**src/rtl/wb_pkg.sv**
```systemverilog
// Shared definitions for the writeback stage: widths, participation (ppp)
// encodings, the ppp legality check and the write-request record.
package wb_pkg;

    localparam int WB_DATA_W   = 64;
    localparam int WB_ADDR_W   = 5;
    localparam int WB_LQ_DEPTH = 4;

    localparam logic [2:0] PPP_DW = 3'b000;
    localparam logic [2:0] PPP_UW = 3'b001;
    localparam logic [2:0] PPP_LW = 3'b010;
    localparam logic [2:0] PPP_UB = 3'b011;
    localparam logic [2:0] PPP_LB = 3'b100;

    typedef struct packed {
        logic [WB_ADDR_W-1:0] rd;
        logic [2:0]           ppp;
        logic [WB_DATA_W-1:0] data;
    } wb_req_t;

    function automatic logic ppp_legal(input logic [2:0] ppp);
        return (ppp == PPP_DW) || (ppp == PPP_UW) || (ppp == PPP_LW) ||
               (ppp == PPP_UB) || (ppp == PPP_LB);
    endfunction

endpackage

```
**src/rtl/lq_fifo.sv**
```systemverilog
// Pending-load queue: in-order FIFO of {rd, ppp} with full/empty flags and a
// per-register busy mask built from the occupied slots.
module lq_fifo #(
    parameter int DEPTH  = 4,
    parameter int ADDR_W = 5
) (
    input  logic                     clk,
    input  logic                     reset,
    input  logic                     push,
    input  logic [ADDR_W-1:0]        push_rd,
    input  logic [2:0]               push_ppp,
    input  logic                     pop,
    output logic                     full,
    output logic                     empty,
    output logic [ADDR_W-1:0]        head_rd,
    output logic [2:0]               head_ppp,
    output logic [(1<<ADDR_W)-1:0]   busy_mask
);

    localparam int PTR_W = $clog2(DEPTH);

    logic [ADDR_W-1:0] rd_mem  [DEPTH];
    logic [2:0]        ppp_mem [DEPTH];
    logic [DEPTH-1:0]  slot_vld;
    logic [PTR_W-1:0]  wr_ptr;
    logic [PTR_W-1:0]  rd_ptr;
    logic              do_push;
    logic              do_pop;

    // Per-slot valid bits make full/empty and the busy mask pure functions of
    // registered state, so lq_ready never depends on this cycle's inputs.
    assign full     = &slot_vld;
    assign empty    = ~|slot_vld;
    assign do_push  = push && !full;
    assign do_pop   = pop && !empty;
    assign head_rd  = rd_mem[rd_ptr];
    assign head_ppp = ppp_mem[rd_ptr];

    always_ff @(posedge clk) begin
        if (reset) begin
            slot_vld <= '0;
            wr_ptr   <= '0;
            rd_ptr   <= '0;
        end else begin
            if (do_push) begin
                slot_vld[wr_ptr] <= 1'b1;
                wr_ptr           <= PTR_W'(wr_ptr + 1'b1);
            end
            if (do_pop) begin
                slot_vld[rd_ptr] <= 1'b0;
                rd_ptr           <= PTR_W'(rd_ptr + 1'b1);
            end
        end
    end

    always_ff @(posedge clk) begin
        if (do_push) begin
            rd_mem[wr_ptr]  <= push_rd;
            ppp_mem[wr_ptr] <= push_ppp;
        end
    end

    always_comb begin
        busy_mask = '0;
        for (int i = 0; i < DEPTH; i++) begin
            if (slot_vld[i]) begin
                busy_mask[rd_mem[i]] = 1'b1;
            end
        end
        busy_mask[0] = 1'b0;
    end

endmodule

```
**src/rtl/wb_stage.sv**
```systemverilog
// Writeback stage: arbitrates load returns and ALU results onto the single
// register-file write port, holding one ALU result when a load wins.
module wb_stage
    import wb_pkg::*;
#(
    parameter int DATA_W   = WB_DATA_W,
    parameter int ADDR_W   = WB_ADDR_W,
    parameter int LQ_DEPTH = WB_LQ_DEPTH
) (
    input  logic              clk,
    input  logic              reset,
    input  logic              alu_valid,
    input  logic [ADDR_W-1:0] alu_rd,
    input  logic [2:0]        alu_ppp,
    input  logic [DATA_W-1:0] alu_data,
    output logic              alu_ready,
    input  logic              ld_issue,
    input  logic [ADDR_W-1:0] ld_rd,
    input  logic [2:0]        ld_ppp,
    output logic              lq_ready,
    input  logic              mem_rvalid,
    input  logic [DATA_W-1:0] mem_rdata,
    output logic              wb_en,
    output logic [ADDR_W-1:0] wb_addr,
    output logic [DATA_W-1:0] wb_data,
    output logic [2:0]        wb_ppp,
    output logic [31:0]       busy_mask,
    output logic [2:0]        err
);

    logic              lq_full;
    logic              lq_empty;
    logic              lq_push;
    logic              lq_pop;
    logic [ADDR_W-1:0] head_rd;
    logic [2:0]        head_ppp;

    logic              hold_valid;
    wb_req_t           hold_req;
    wb_req_t           alu_req;
    logic              alu_acc;

    logic              grant_valid;
    wb_req_t           grant_req;
    logic              hold_load;
    logic              hold_clear;
    logic              grant_legal;
    logic              write_ok;

    assign lq_ready  = !lq_full;
    assign alu_ready = !hold_valid;
    assign lq_push   = ld_issue && !lq_full;
    assign lq_pop    = mem_rvalid && !lq_empty;
    assign alu_acc   = alu_valid && !hold_valid;
    assign alu_req   = '{rd: alu_rd, ppp: alu_ppp, data: alu_data};

    lq_fifo #(
        .DEPTH  (LQ_DEPTH),
        .ADDR_W (ADDR_W)
    ) u_lq (
        .clk       (clk),
        .reset     (reset),
        .push      (lq_push),
        .push_rd   (ld_rd),
        .push_ppp  (ld_ppp),
        .pop       (lq_pop),
        .full      (lq_full),
        .empty     (lq_empty),
        .head_rd   (head_rd),
        .head_ppp  (head_ppp),
        .busy_mask (busy_mask)
    );

    // Load return > held ALU > new ALU. A new ALU result can only be
    // accepted while the hold register is empty, so it never overwrites it.
    always_comb begin
        grant_valid = 1'b0;
        grant_req   = '0;
        hold_load   = 1'b0;
        hold_clear  = 1'b0;
        if (lq_pop) begin
            grant_valid = 1'b1;
            grant_req   = '{rd: head_rd, ppp: head_ppp, data: mem_rdata};
            hold_load   = alu_acc;
        end else if (hold_valid) begin
            grant_valid = 1'b1;
            grant_req   = hold_req;
            hold_clear  = 1'b1;
        end else if (alu_acc) begin
            grant_valid = 1'b1;
            grant_req   = alu_req;
        end
    end

    assign grant_legal = ppp_legal(grant_req.ppp);
    assign write_ok    = grant_valid && grant_legal && (grant_req.rd != '0);

    always_ff @(posedge clk) begin
        if (reset) begin
            hold_valid <= 1'b0;
            hold_req   <= '0;
            wb_en      <= 1'b0;
            wb_addr    <= '0;
            wb_data    <= '0;
            wb_ppp     <= '0;
            err        <= '0;
        end else begin
            if (hold_load) begin
                hold_valid <= 1'b1;
                hold_req   <= alu_req;
            end else if (hold_clear) begin
                hold_valid <= 1'b0;
            end

            wb_en <= write_ok;
            if (write_ok) begin
                wb_addr <= grant_req.rd;
                wb_data <= grant_req.data;
                wb_ppp  <= grant_req.ppp;
            end

            err <= err | {ld_issue && lq_full,
                          grant_valid && !grant_legal,
                          mem_rvalid && lq_empty};
        end
    end

endmodule

```
**config.mk**
```make
export PLATFORM = sky130hd
export DESIGN_NAME = wb_stage
export DESIGN_NICKNAME = d
export VERILOG_FILES = /design/src/rtl/wb_pkg.sv /design/src/rtl/lq_fifo.sv /design/src/rtl/wb_stage.sv
export SDC_FILE = /design/constraint.sdc
export NUM_CORES = 1
export LEC_CHECK = 0
export CAP_MARGIN = 20
export CORE_ASPECT_RATIO = 1.1
export CORE_MARGIN = 2
export CORE_UTILIZATION = 49
export DETAILED_ROUTE_END_ITERATION = 10
export GPL_TIMING_DRIVEN = 0
export PLACE_DENSITY = 0.81
export SYNTH_ARGS = -nofsm -noshare
export SYNTH_HDL_FRONTEND = slang
export SYNTH_SLANG_ARGS = --single-unit
export TNS_END_PERCENT = 10
```
**constraint.sdc**
```tcl
create_clock -name clk -period 3 [get_ports clk]
set_input_delay 0.6 -clock clk [delete_from_list [all_inputs] [get_ports clk]]
set_output_delay 0.6 -clock clk [all_outputs]
set_load 0.1 [all_outputs]
```
==> impl_results.html <==
<table>
<tr><th>Metric</th><th>Value</th></tr>
<tr><th colspan="2">Setup path</th></tr>
<tr><td>Type of origin of the critical path</td><td>register</td></tr>
<tr><td>End of the worst register-to-register path</td><td>wb_data[2]$_SDFFE_PP0P_</td></tr>
<tr><td>Crit path required time</td><td>2.40 ns</td></tr>
<tr><td>R2R Setup Slk</td><td>0.18 ns</td></tr>
<tr><td>Critical path fanouts, max</td><td>10</td></tr>
<tr><td>Worst setup path class</td><td>reg -&gt; out</td></tr>
<tr><td>WP data arrival</td><td>2.43 ns</td></tr>
<tr><td>Logic depth of the worst register-to-register path</td><td>8</td></tr>
<tr><td>R2R Path Start</td><td>u_lq.rd_mem[1][4]$_DFFE_PP_</td></tr>
<tr><td>Endpoint kind of the worst setup timing path</td><td>output port</td></tr>
<tr><th colspan="2">Detailed routing</th></tr>
<tr><td>Total Routed Length</td><td>approximately 33 mm</td></tr>
<tr><td>ANT nets after route</td><td>0</td></tr>
<tr><td>Total number of vias</td><td>10300</td></tr>
<tr><td>Total DRC errors in the routed layout</td><td>0</td></tr>
<tr><td>Initial DRC Count</td><td>940</td></tr>
<tr><td>Vias per cell</td><td>5.95</td></tr>
<tr><td>Drt pass-1 iters</td><td>6</td></tr>
<tr><td>Post-detailed-route wirelength per cell</td><td>19.2 um</td></tr>
<tr><th colspan="2">Timing</th></tr>
<tr><td>Max_slew headroom</td><td>just under 30%</td></tr>
<tr><td>Fraction of the cycle the final worst path needs</td><td>101%</td></tr>
<tr><td>Post-route clock skew</td><td>0.0106 ns</td></tr>
<tr><td>Final count of hold timing violations</td><td>0</td></tr>
<tr><td>Least setup slack across all paths after layout</td><td>-0.0347 ns</td></tr>
<tr><td>Final Critical Period</td><td>3.03 ns</td></tr>
<tr><td>Total setup violations reported at the end of the flow</td><td>1</td></tr>
<tr><td>RSZ-0062 raised after global routing</td><td>true</td></tr>
<tr><td>Number of max-slew violations in the final report</td><td>0</td></tr>
<tr><td>Achievable clock frequency</td><td>330 MHz</td></tr>
<tr><td>Worst-margin pin slew</td><td>1.05 ns</td></tr>
<tr><th colspan="2">Hold path</th></tr>
<tr><td>Worst hold path endpoint</td><td>hold_req[23]$_SDFFE_PP0P_</td></tr>
<tr><td>Worst hold stages</td><td>2</td></tr>
<tr><td>Hold path startpoint</td><td>hold_req[23]$_SDFFE_PP0P_</td></tr>
<tr><td>Path category of the worst min-delay check</td><td>reg -&gt; reg</td></tr>
<tr><th colspan="2">Synthesis</th></tr>
<tr><td>Most numerous cell types in the synthesized netlist</td><td>nand2_1 (299), dfxtp_1 (159), clkbuf_1 (96)</td></tr>
<tr><td>Post-Syn Area</td><td>9750 sq um</td></tr>
<tr><td>Dominant cell by count in the synthesized netlist</td><td>nand2_1</td></tr>
<tr><td>Yosys synthesis warning count</td><td>0</td></tr>
<tr><td>Primary FF master, synth</td><td>dfxtp_1</td></tr>
<tr><td>Cells after synthesis</td><td>between 1000 and 1500</td></tr>
<tr><td>Fraction of the mapped netlist area in adder cells</td><td>1.03%</td></tr>
<tr><td>Sequential cell area fraction in the yosys report</td><td>42.5%</td></tr>
<tr><td>Number of synthesized register bits</td><td>approximately 190</td></tr>
<tr><td>Combinational family with the most area after synthesis</td><td>simple AND/OR/NAND/NOR gates</td></tr>
<tr><td>Number of enable flip-flop cells after synthesis</td><td>32</td></tr>
<tr><td>Simple-gate portion of the synthesized area</td><td>23.3%</td></tr>
<tr><td>Synthesized Nets</td><td>1333</td></tr>
<tr><td>Largest area contributor in the synthesized netlist</td><td>dfxtp_1</td></tr>
<tr><td>Post-synthesis compound-gate area fraction</td><td>19.4%</td></tr>
<tr><td>Mapped Avg Cell Area</td><td>8.29 sq um</td></tr>
<tr><td>Dominant cells by area after synthesis</td><td>dfxtp_1 (33%), nand2_1 (12%), edfxtp_1 (9.9%)</td></tr>
<tr><td>Share of the synthesized area in the top cell type</td><td>32.6%</td></tr>
<tr><td>Mux contribution to synthesized area</td><td>8.42%</td></tr>
<tr><td>Count of cell types in the netlist</td><td>50</td></tr>
<tr><td>Parity-gate share of the synthesized area counting xor and xnor cells</td><td>less than 1%</td></tr>
<tr><td>Proportion of register bits with asynchronous set or reset after synthesis</td><td>0%</td></tr>
<tr><th colspan="2">Power and ir drop</th></tr>
<tr><td>Power Dens Cells</td><td>547 nW/um^2</td></tr>
<tr><td>Clock network fraction of design power</td><td>a little under a third</td></tr>
<tr><td>Leakage dissipation</td><td>4.78 nW</td></tr>
<tr><td>Power Total</td><td>about 7 mW</td></tr>
<tr><td>Power Internal</td><td>4.56 mW</td></tr>
<tr><td>Sw Share</td><td>approximately 37%</td></tr>
<tr><td>Portion of total power attributed to combinational logic</td><td>~30%</td></tr>
<tr><td>Relative contribution of sequential cells to total power</td><td>39.9%</td></tr>
<tr><td>Net switching power</td><td>between 2 and 3 mW</td></tr>
<tr><td>Maximum vdd drop</td><td>0.461 mV</td></tr>
<tr><th colspan="2">Placement</th></tr>
<tr><td>Final weighted congestion in routability-driven placement</td><td>roughly 0.97</td></tr>
<tr><td>Worst slack, placed</td><td>-0.808 ns</td></tr>
<tr><td>Post-placement cell area</td><td>12600 sq um</td></tr>
<tr><td>Count of buffers inserted at the top-level ports</td><td>around 260</td></tr>
<tr><td>DP HPWL</td><td>24.1 mm</td></tr>
<tr><th colspan="2">Clocking</th></tr>
<tr><td>Cell chosen for the clock root</td><td>clkbuf_16</td></tr>
<tr><td>Number of sinks on the clock net</td><td>around 190</td></tr>
<tr><td>Max clock buf depth</td><td>2</td></tr>
<tr><td>Clock H-tree levels</td><td>4</td></tr>
<tr><td>Clock tree from TritonCTS</td><td>done</td></tr>
<tr><td>Clock latency on the worst-skew pair</td><td>0.44 ns</td></tr>
<tr><td>Post-CTS clock slew at the launch and capture registers of the worst setup and hold paths</td><td>0.07 ns</td></tr>
<tr><td>Count of hold buffers inserted by post-cts repair</td><td>0</td></tr>
<tr><td>Number of buffers added by the clock tree synthesis step</td><td>17</td></tr>
<tr><th colspan="2">Die</th></tr>
<tr><td>Initial Util</td><td>49.6%</td></tr>
<tr><td>Area of the core</td><td>just under 20000 sq um</td></tr>
<tr><td>Die area</td><td>21000 sq um</td></tr>
<tr><td>I/O pin cnt</td><td>between 200 and 300</td></tr>
<tr><td>Die Span X</td><td>138 um</td></tr>
<tr><td># rows</td><td>54</td></tr>
<tr><td>Die Height</td><td>152 um</td></tr>
<tr><th colspan="2">Run status</th></tr>
<tr><td>Run status</td><td>finished, violations left</td></tr>
<tr><td>Failing checks</td><td>negative setup slack</td></tr>
<tr><th colspan="2">GRT</th></tr>
<tr><td>Aggregate global-route resource usage</td><td>30.0%</td></tr>
<tr><td>Initial antenna violation count</td><td>9</td></tr>
<tr><td>Maximum number of pins on one net before global-route repair</td><td>20</td></tr>
<tr><td>Vias in the first global route</td><td>9609</td></tr>
<tr><td>First-pass GRT wire length</td><td>50.7 mm</td></tr>
<tr><td>Global route total overflow</td><td>0</td></tr>
<tr><th colspan="2">Final layout</th></tr>
<tr><td>Total Nets Final</td><td>1607</td></tr>
<tr><td>Post-route design area</td><td>13200 sq um</td></tr>
<tr><td>Fill count</td><td>1667</td></tr>
<tr><td>Layout-stage area growth over the synthesis result</td><td>35.1%</td></tr>
<tr><td>Share of cells above drive strength 1</td><td>just over 7%</td></tr>
<tr><th colspan="2">Run</th></tr>
<tr><td>Maximum Capacitance Violations</td><td>0</td></tr>
</table>
## layout make-up
| cell class | instances | area [sq um] | area share (%) |
|---|---|---|---|
| clock buffers | 19 | 433 | 3.29 |
| clock inverters | 13 | 125 | 0.950 |
| flip-flops and latches | 191 | 4140 | 31.5 |
| multi-input cells | 859 | 5140 | 39.0 |
| well taps | 252 | 315 | 2.39 |
| plain buffers | 109 | 454 | 3.45 |
| repair buffers | 257 | 2480 | 18.8 |
| diodes | 9 | 22.5 | 0.171 |
| inverters | 15 | 56.3 | 0.428 |
## state kept, by name, summed over array words and instances (netlist names), named ones only
register / cells
err: 3
hold_req: 72
hold_valid: 1
u_lq.ppp_mem: 12
u_lq.rd_mem: 20
u_lq.rd_ptr: 2
u_lq.slot_vld: 4
u_lq.wr_ptr: 2
wb_addr: 5
wb_data: 64
wb_en: 1
wb_ppp: 3
## worst max-delay path by stage
stage / endpoint / startpoint / slack (ns)
after floorplan: busy_mask[20] / u_lq.slot_vld[3]$_SDFF_PP0_ / -0.41
after global placement: busy_mask[4] / u_lq.slot_vld[1]$_SDFF_PP0_ / -0.78
after detailed placement: busy_mask[28] / u_lq.slot_vld[1]$_SDFF_PP0_ / -0.81
after CTS: busy_mask[22] / u_lq.slot_vld[1]$_SDFF_PP0_ / -0.04
after global routing: busy_mask[15] / u_lq.rd_mem[0][2]$_DFFE_PP_ / -0.07
final: busy_mask[17] / u_lq.rd_mem[1][4]$_DFFE_PP_ / -0.03
## worst max-delay path: stages (launching register included)
cell	delay, ns
edfxtp_1	0.32
clkbuf_1	0.40
or3b_2	0.54
o22ai_1	0.17
a221o_1	0.13
buf_2	0.42
## metrics by stage
stage,util (%),setup TNS (ns),hold WS [ns],std cells
after global routing,67.0,-0.323,0.471,1724
after CTS,66.6,-0.0384,0.456,1713
after floorplan,-,-2.75,0.436,1176
final,67.0,-0.0347,0.456,1724
after detailed placement,64.2,-55.91,0.447,1683
after global placement,64.2,-55.62,0.442,1683
## layout by cell type (no fill, tap or decap), types with 23 or more instances in the layout
master           count
nand3_1             71
dfxtp_1            159
a21oi_1             89
clkdlybuf4s50_1    222
buf_4               23
a311o_1             63
nand2_1            299
nor2_1              88
edfxtp_1            32
clkbuf_1            92
mux2i_1             64
## metal layers
layer | part of all wire, % | track usage [%] | wire, um
met5 | 0 | 0 | 0
met4 | 4.6 | 15.8 | 1510
met3 | 8.5 | 5.86 | 2810
met2 | 46 | 47.3 | 15400
met1 | 41 | 39.2 | 13500
## power groups by stage
stage	Combinational, mW	Sequential (mW)	Clock (mW)
2_1_floorplan	0.758	3.62	0
3_3_place_gp	2.11	2.92	0
3_5_place_dp	2.12	2.92	0
4_1_cts	2.13	2.87	2.20
5_1_grt	2.25	2.89	2.29
6_report	2.15	2.87	2.18
## cell families after synthesis
kind of cell,Yosys count
simple gates,523
compound gates,254
flops,191
buf+inv,126
mux,72
fa+ha+maj,8
other cells,1
xor+xnor,1
## repair_timing
item                       CTS  global route
gates resized for setup    177            27
setup buffers                0             2
setup endpoints to repair  103           157
pin swaps                    1             2
No activity file was read; power rests on OpenSTA's default activity.
